**config.mk**
```make
export PLATFORM = sky130hd
export DESIGN_NAME = pe_responder_flat
export DESIGN_NICKNAME = d
export VERILOG_FILES = /design/src/rtl/pe_responder_if.sv /design/src/rtl/pe_responder.sv /design/src/flat_wrapper.sv
export SDC_FILE = /design/constraint.sdc
export NUM_CORES = 1
export LEC_CHECK = 0
export ABC_AREA = 0
export CORE_ASPECT_RATIO = 0.75
export CORE_MARGIN = 5
export CORE_UTILIZATION = 58
export DETAILED_ROUTE_END_ITERATION = 12
export GPL_ROUTABILITY_DRIVEN = 0
export GPL_TIMING_DRIVEN = 0
export HOLD_SLACK_MARGIN = 0.12
export PLACE_DENSITY = 0.85
export SETUP_SLACK_MARGIN = 0.3
export SYNTH_ARGS = -nofsm -noshare
export SYNTH_HDL_FRONTEND = slang
export SYNTH_SLANG_ARGS = --single-unit
export TNS_END_PERCENT = 10
```
**constraint.sdc**
```tcl
create_clock -name clk -period 4.35 [get_ports clk]
set_input_delay 1.305 -clock clk [delete_from_list [all_inputs] [get_ports clk]]
set_output_delay 1.305 -clock clk [all_outputs]
set_load 0.005 [all_outputs]
```
**src/rtl/pe_responder_if.sv**
```systemverilog
// Leaf-port bundle between the BFT network and a responder PE.
// master: network side (drives interface_pe and resend).
// slave:  PE side (drives pe_interface).
interface pe_responder_if #(
  parameter int p_sz = 49
);
  logic [p_sz-1:0] interface_pe;
  logic [p_sz-1:0] pe_interface;
  logic            resend;

  modport master (
    output interface_pe,
    output resend,
    input  pe_interface
  );

  modport slave (
    input  interface_pe,
    input  resend,
    output pe_interface
  );
endinterface

```
**src/rtl/pe_responder.sv**
```systemverilog
// Leaf-side responder PE for the BFT network.
// Queues packets addressed to this leaf in a small FIFO and answers each one
// with a reply sent back to its source, data incremented by one. A reply is
// held on pe_interface until the network stops asserting resend.
// Optional statistics counters are built when PE_RESPONDER_STATS_EN is
// defined; otherwise rx_count, tx_count and drop_count are tied to 0.
module pe_responder #(
  parameter int num_leaves = 32,
  parameter int payload_sz = 43,
  parameter int p_sz       = 49,
  parameter int addr       = 0,
  parameter int FIFO_DEPTH = 4
) (
  input  logic                          clk,
  input  logic                          reset,
  pe_responder_if.slave                 net,
  output logic [$clog2(FIFO_DEPTH):0]   fifo_level,
  output logic [15:0]                   rx_count,
  output logic [15:0]                   tx_count,
  output logic [15:0]                   drop_count
);

  localparam int A  = $clog2(num_leaves);
  localparam int D  = payload_sz - A;
  localparam int E  = A + D;
  localparam int PW = $clog2(FIFO_DEPTH);

  localparam logic [A-1:0]  MY_ADDR = A'(addr);
  localparam logic [PW:0]   FULL_LEVEL = (PW+1)'(FIFO_DEPTH);

  typedef enum logic {
    IDLE,
    SEND
  } state_t;

  state_t state;

  // Incoming packet fields.
  logic         rx_valid;
  logic [A-1:0] rx_dest;
  logic [A-1:0] rx_src;
  logic [D-1:0] rx_data;

  assign rx_valid = net.interface_pe[p_sz-1];
  assign rx_dest  = net.interface_pe[p_sz-2 -: A];
  assign rx_src   = net.interface_pe[p_sz-2-A -: A];
  assign rx_data  = net.interface_pe[D-1:0];

  // FIFO storage: each entry keeps only what the reply needs (src, data).
  logic [E-1:0]  mem [FIFO_DEPTH];
  logic [PW-1:0] wr_ptr;
  logic [PW-1:0] rd_ptr;
  logic [PW:0]   count;

  logic empty;
  logic full;
  logic pop;
  logic push;

  assign empty = (count == '0);
  assign full  = (count == FULL_LEVEL);

  // A pop happens whenever the output register is free to take a new reply:
  // always in IDLE, and in SEND only when the current word is accepted.
  assign pop  = !empty && ((state == IDLE) || !net.resend);

  // Full is judged on pre-edge occupancy; a simultaneous pop frees a slot.
  assign push = rx_valid && (rx_dest == MY_ADDR) && (!full || pop);

  // Reply assembled from the FIFO head.
  logic [E-1:0]    head;
  logic [A-1:0]    head_src;
  logic [D-1:0]    head_data;
  logic [p_sz-1:0] reply;

  assign head      = mem[rd_ptr];
  assign head_src  = head[E-1 -: A];
  assign head_data = head[D-1:0];
  assign reply     = {1'b1, head_src, MY_ADDR, head_data + D'(1)};

  assign fifo_level = count;

  // FIFO data write.
  // NOTE: the storage array has no reset; pointers and count decide which
  // entries are meaningful, so clearing the data would only cost logic.
  always_ff @(posedge clk) begin
    if (push) begin
      mem[wr_ptr] <= {rx_src, rx_data};
    end
  end

  // FIFO pointers and occupancy.
  // NOTE: sequential state uses non-blocking assignments so every register
  // samples pre-edge values regardless of statement order.
  always_ff @(posedge clk or posedge reset) begin
    if (reset) begin
      wr_ptr <= '0;
      rd_ptr <= '0;
      count  <= '0;
    end else begin
      if (push) wr_ptr <= wr_ptr + PW'(1);
      if (pop)  rd_ptr <= rd_ptr + PW'(1);
      if (push && !pop)      count <= count + (PW+1)'(1);
      else if (pop && !push) count <= count - (PW+1)'(1);
    end
  end

  // Reply FSM with registered output word.
  always_ff @(posedge clk or posedge reset) begin
    if (reset) begin
      state            <= IDLE;
      net.pe_interface <= '0;
    end else begin
      case (state)
        IDLE: begin
          if (!empty) begin
            net.pe_interface <= reply;
            state            <= SEND;
          end
        end
        SEND: begin
          if (!net.resend) begin
            if (!empty) begin
              net.pe_interface <= reply;
            end else begin
              net.pe_interface <= '0;
              state            <= IDLE;
            end
          end
        end
        default: begin
          net.pe_interface <= '0;
          state            <= IDLE;
        end
      endcase
    end
  end

`ifdef PE_RESPONDER_STATS_EN
  logic drop;
  logic tx_accept;

  assign drop      = rx_valid && !push;
  assign tx_accept = (state == SEND) && !net.resend;

  // Saturating statistics counters.
  always_ff @(posedge clk or posedge reset) begin
    if (reset) begin
      rx_count   <= '0;
      tx_count   <= '0;
      drop_count <= '0;
    end else begin
      if (push && rx_count != 16'hFFFF)        rx_count   <= rx_count + 16'd1;
      if (tx_accept && tx_count != 16'hFFFF)   tx_count   <= tx_count + 16'd1;
      if (drop && drop_count != 16'hFFFF)      drop_count <= drop_count + 16'd1;
    end
  end
`else
  assign rx_count   = '0;
  assign tx_count   = '0;
  assign drop_count = '0;
`endif

endmodule

```
**src/flat_wrapper.sv**
```systemverilog
// flat-port wrapper written by rule: the top's interface ports become plain ports
module pe_responder_flat 
#(
  parameter int num_leaves = 32,
  parameter int payload_sz = 43,
  parameter int p_sz       = 49,
  parameter int addr       = 0,
  parameter int FIFO_DEPTH = 4
)
  (clk, reset, fifo_level, rx_count, tx_count, drop_count, net_interface_pe, net_resend, net_pe_interface);
  pe_responder_if #(.p_sz(p_sz)) net_i ();
  input  logic clk;
  input  logic reset;
  output logic [$clog2(FIFO_DEPTH):0] fifo_level;
  output logic [15:0] rx_count;
  output logic [15:0] tx_count;
  output logic [15:0] drop_count;
  input wire logic [$bits(net_i.interface_pe)-1:0] net_interface_pe;
  input wire logic [$bits(net_i.resend)-1:0] net_resend;
  output wire logic [$bits(net_i.pe_interface)-1:0] net_pe_interface;
  assign net_i.interface_pe = net_interface_pe;
  assign net_i.resend = net_resend;
  assign net_pe_interface = net_i.pe_interface;
  pe_responder #(.num_leaves(num_leaves), .payload_sz(payload_sz), .p_sz(p_sz), .addr(addr), .FIFO_DEPTH(FIFO_DEPTH)) u_core (.clk(clk), .reset(reset), .net(net_i), .fifo_level(fifo_level), .rx_count(rx_count), .tx_count(tx_count), .drop_count(drop_count));
endmodule
```
==> impl_metrics.yaml <==
critical_path:
  cp_max_fo: 19
  arrival_ns: 4.15
  critPathKind: "input pin to flip-flop"
  crit_path_start_kind: "input pin"
  cp.required_ns: 4.73
  rr_worst_depth: 10
  reg2reg_slack_ns: 1.25
  slowest_delay_ns: 0.48
  crit_chain: "clkdlybuf4s50_1, and2_1, nor2_2, clkinv_2, buf_1, ha_1, inv_1, fa_1, mux2_2"
  critPathSlowestCell: "clkdlybuf4s50_1"
  crit_path_end_kind: "flip-flop"
cts:
  clk_pin_slew_ns: 0.07
  cts_buffers: 21
  clockBufferDepth: 3
  cts_setup_buffers: 0
  ctsHoldBuffers: 0
  h-tree-depth: 1
  clkLatencyLatePin_ns: 0.51
  cts_num_sinks: 224
  cts_tree: "built"
  cts_root_buf: "clkbuf_16"
detailed_routing:
  drt_first_pass_iters: 5
  routedWlPerCell_um: 21.53
  drt_iter0_drc: 730
  drcViolationCount: 0
  viasPerCell: 5.976
  vias: 6113
  final_antenna_net_count: 0
  wirelength_um: 22030
placement:
  dp_hpwl_um: 15420
  post-place-cells: 986
  numPortBuffers: 98
floorplanning:
  io_pins: 152
  die_x_um: 159.3
  dieArea_um2: 19440
  start_util_pct: 58.37
  coreArea_um2: 16620
  die_h_um: 122.0
  fp-row-count: 41
power:
  vdd_drop_max_v: 0.0004013
  p_per_area_nw_per_um2: 581.7
  leakagePower_nw: 4.373
logic_synthesis:
  synthCells: 616
  yosysMostFrequentCell: "edfxtp_1"
  synth_flop_cell: "edfxtp_1"
  seq_area_frac_synth_pct: 66.65
  async_reset_ff_share_pct: 23.21
  synth_edf_count: 172
  synth_common_cells: "edfxtp_1 (172), buf_4 (54), dfrtp_1 (52)"
  synth.distinct_cells: 54
  synth-seq-cells: 224
  synth_area_leaders: "edfxtp_1 (53%), dfrtp_1 (13%), mux4_2 (6.7%)"
  synth_area_um2: 9702
  yosys.area.top_type: "edfxtp_1"
  yosys_warnings: 0
  avgSynthCellArea_um2: 15.75
  synth.top_cell.area_share_pct: 53.24
timing:
  drv_slew: 0
  fin_crit_sh_pct: 86.74
  setup_viol: 0
  setup_tns_ns: 0
  max_freq_mhz: 265.0
  finalCriticalPeriod_ns: 3.773
  rsz0062_at_grt: "no"
  tightest_slew_ns: 0.8658
  skew_ns: 0.01780
  slew_headroom_pct: 41.75
  final_hold_viol_count: 0
layout:
  final_nets: 852
  layout-drive-gt1-share_pct: 18.07
  area_growth_pct: 23.05
  antenna_cells: 0
  final_cells: 1023
  ff_latch_area_um2: 6466
  multi_input_area_um2: 2839
  n_fill_cell: 1017
min_path:
  whs_path_depth: 2
  hp-class: "flip-flop to flip-flop"
global_routing:
  grt_pass1_wl_um: 34880
  grt_usage_pct: 22.98
  grt.overflow.total: 0
  grt_pass1_vias: 6188
  grt_start_max_net_pins: 38
  antenna_found_initial: 0
run:
  drv_cap: 0
outcome:
  status: "completed"
area by class of cell:
type	instances	area share [%]
plain buffers	76	4.549
well taps	215	2.253
repair buffers	103	9.181
clock inverters	8	0.8490
multi-input cells	353	23.78
inverters	14	0.4507
flip-flops and latches	224	54.17
clock buffers	30	4.769
state kept, by name, summed over array words and instances (netlist names):
| signal | flops |
|---|---|
| u_core.fifo_level | 3 |
| u_core.wr_ptr | 2 |
| u_core.mem | 172 |
| u_core.net.pe_interface | 44 |
| u_core.state | 1 |
| u_core.rd_ptr | 2 |
power by group:
group          switching [W]  internal (W)  total (W)
registers           0.000209       0.00256    0.00277
clock network       0.000772       0.00104    0.00181
logic                0.00120       0.00117    0.00237
what timing repair did:
item / in CTS / in global routing
endpoints found under the setup margin: 2 / 2
resized for setup: 2 / 0
endpoints found under the hold margin: 0 / 0
cells by family (layout without fill, tap and decap cells):
| family | after synthesis | count (layout) | synth area share (%) |
|---|---|---|---|
| xor gates and xnor gates | 19 | 19 | 1.715 |
| buffers and inverters | 91 | 231 | 6.177 |
| adders and majority gates | 7 | 7 | 0.9801 |
| and+or+nand+nor | 163 | 163 | 8.886 |
| muxes | 45 | 45 | 10.74 |
| other | 1 | 53 | 0.03865 |
| DFF | 224 | 224 | 66.65 |
| AOI/OAI and AO/OA | 66 | 66 | 4.811 |
layer usage:
layer / routed length, µm / global-route usage [%] / share of wire, %
met5: 0 / 0 / 0
met4: 416 / 5.328 / 1.9
met3: 2337 / 5.309 / 11
met2: 10490 / 37.12 / 48
met1: 8782 / 32.61 / 40
worst max-delay path: cells and delay by family:
kind / cells / cell delay [ns]
adders and majority gates: 2 / 0.68
muxes: 1 / 0.27
buffers and inverters: 4 / 1.28
and+or+nand+nor: 2 / 0.61
metrics by stage:
step	setup WS [ns]	utilization, %	power (W)	hold WS (ns)	instance area, µm²
2_1_floorplan	0.8038	-	0.004157	0.4730	9897
3_3_place_gp	-0.4410	67.07	0.005030	0.4644	11150
3_5_place_dp	-0.4997	67.79	0.005151	0.4884	11270
4_1_cts	0.3307	71.85	0.006960	0.4997	11940
5_1_grt	0.4356	71.82	0.007299	0.5286	11940
6_report	0.5770	71.82	0.006944	0.4991	11940
layout by cell type, fill, tap and decap left out, types with 4 or more instances in the layout:
cell | Yosys | final
or4_1 | 4 | 4
xnor2_1 | 15 | 15
clkbuf_1 | 10 | 17
nand2_1 | 49 | 49
o211ai_1 | 12 | 12
a22o_1 | 6 | 6
or3_1 | 4 | 4
buf_12 | 1 | 4
conb_1 | 1 | 53
and2_2 | 0 | 4
mux4_1 | 14 | 14
a32oi_1 | 8 | 8
edfxtp_1 | 172 | 172
clkdlybuf4s50_1 | 0 | 98
buf_6 | 4 | 4
nand4_1 | 12 | 12
inv_1 | 13 | 12
mux4_2 | 29 | 29
o21ai_0 | 20 | 20
buf_2 | 7 | 7
nor2_1 | 19 | 18
ha_1 | 6 | 6
and2_1 | 9 | 5
clkbuf_16 | 0 | 21
nor3_1 | 12 | 12
xor2_1 | 4 | 4
dfrtp_1 | 52 | 52
buf_4 | 54 | 54
nor4_1 | 10 | 10
nand3_1 | 26 | 26
worst paths after layout:
check / start / end
worst max register to register: u_core.fifo_level[0] / u_core.fifo_level[2]
worst min-delay path: u_core.net.pe_interface[9] / u_core.net.pe_interface[9]
max in group asynchronous: reset / u_core.net.pe_interface[19]
min in group asynchronous: reset / u_core.net.pe_interface[9]
worst max-delay path: net_resend / u_core.fifo_level[1]
worst min register to register: u_core.net.pe_interface[9] / u_core.net.pe_interface[9]
Note: power is estimated with default switching activity, not from simulation.
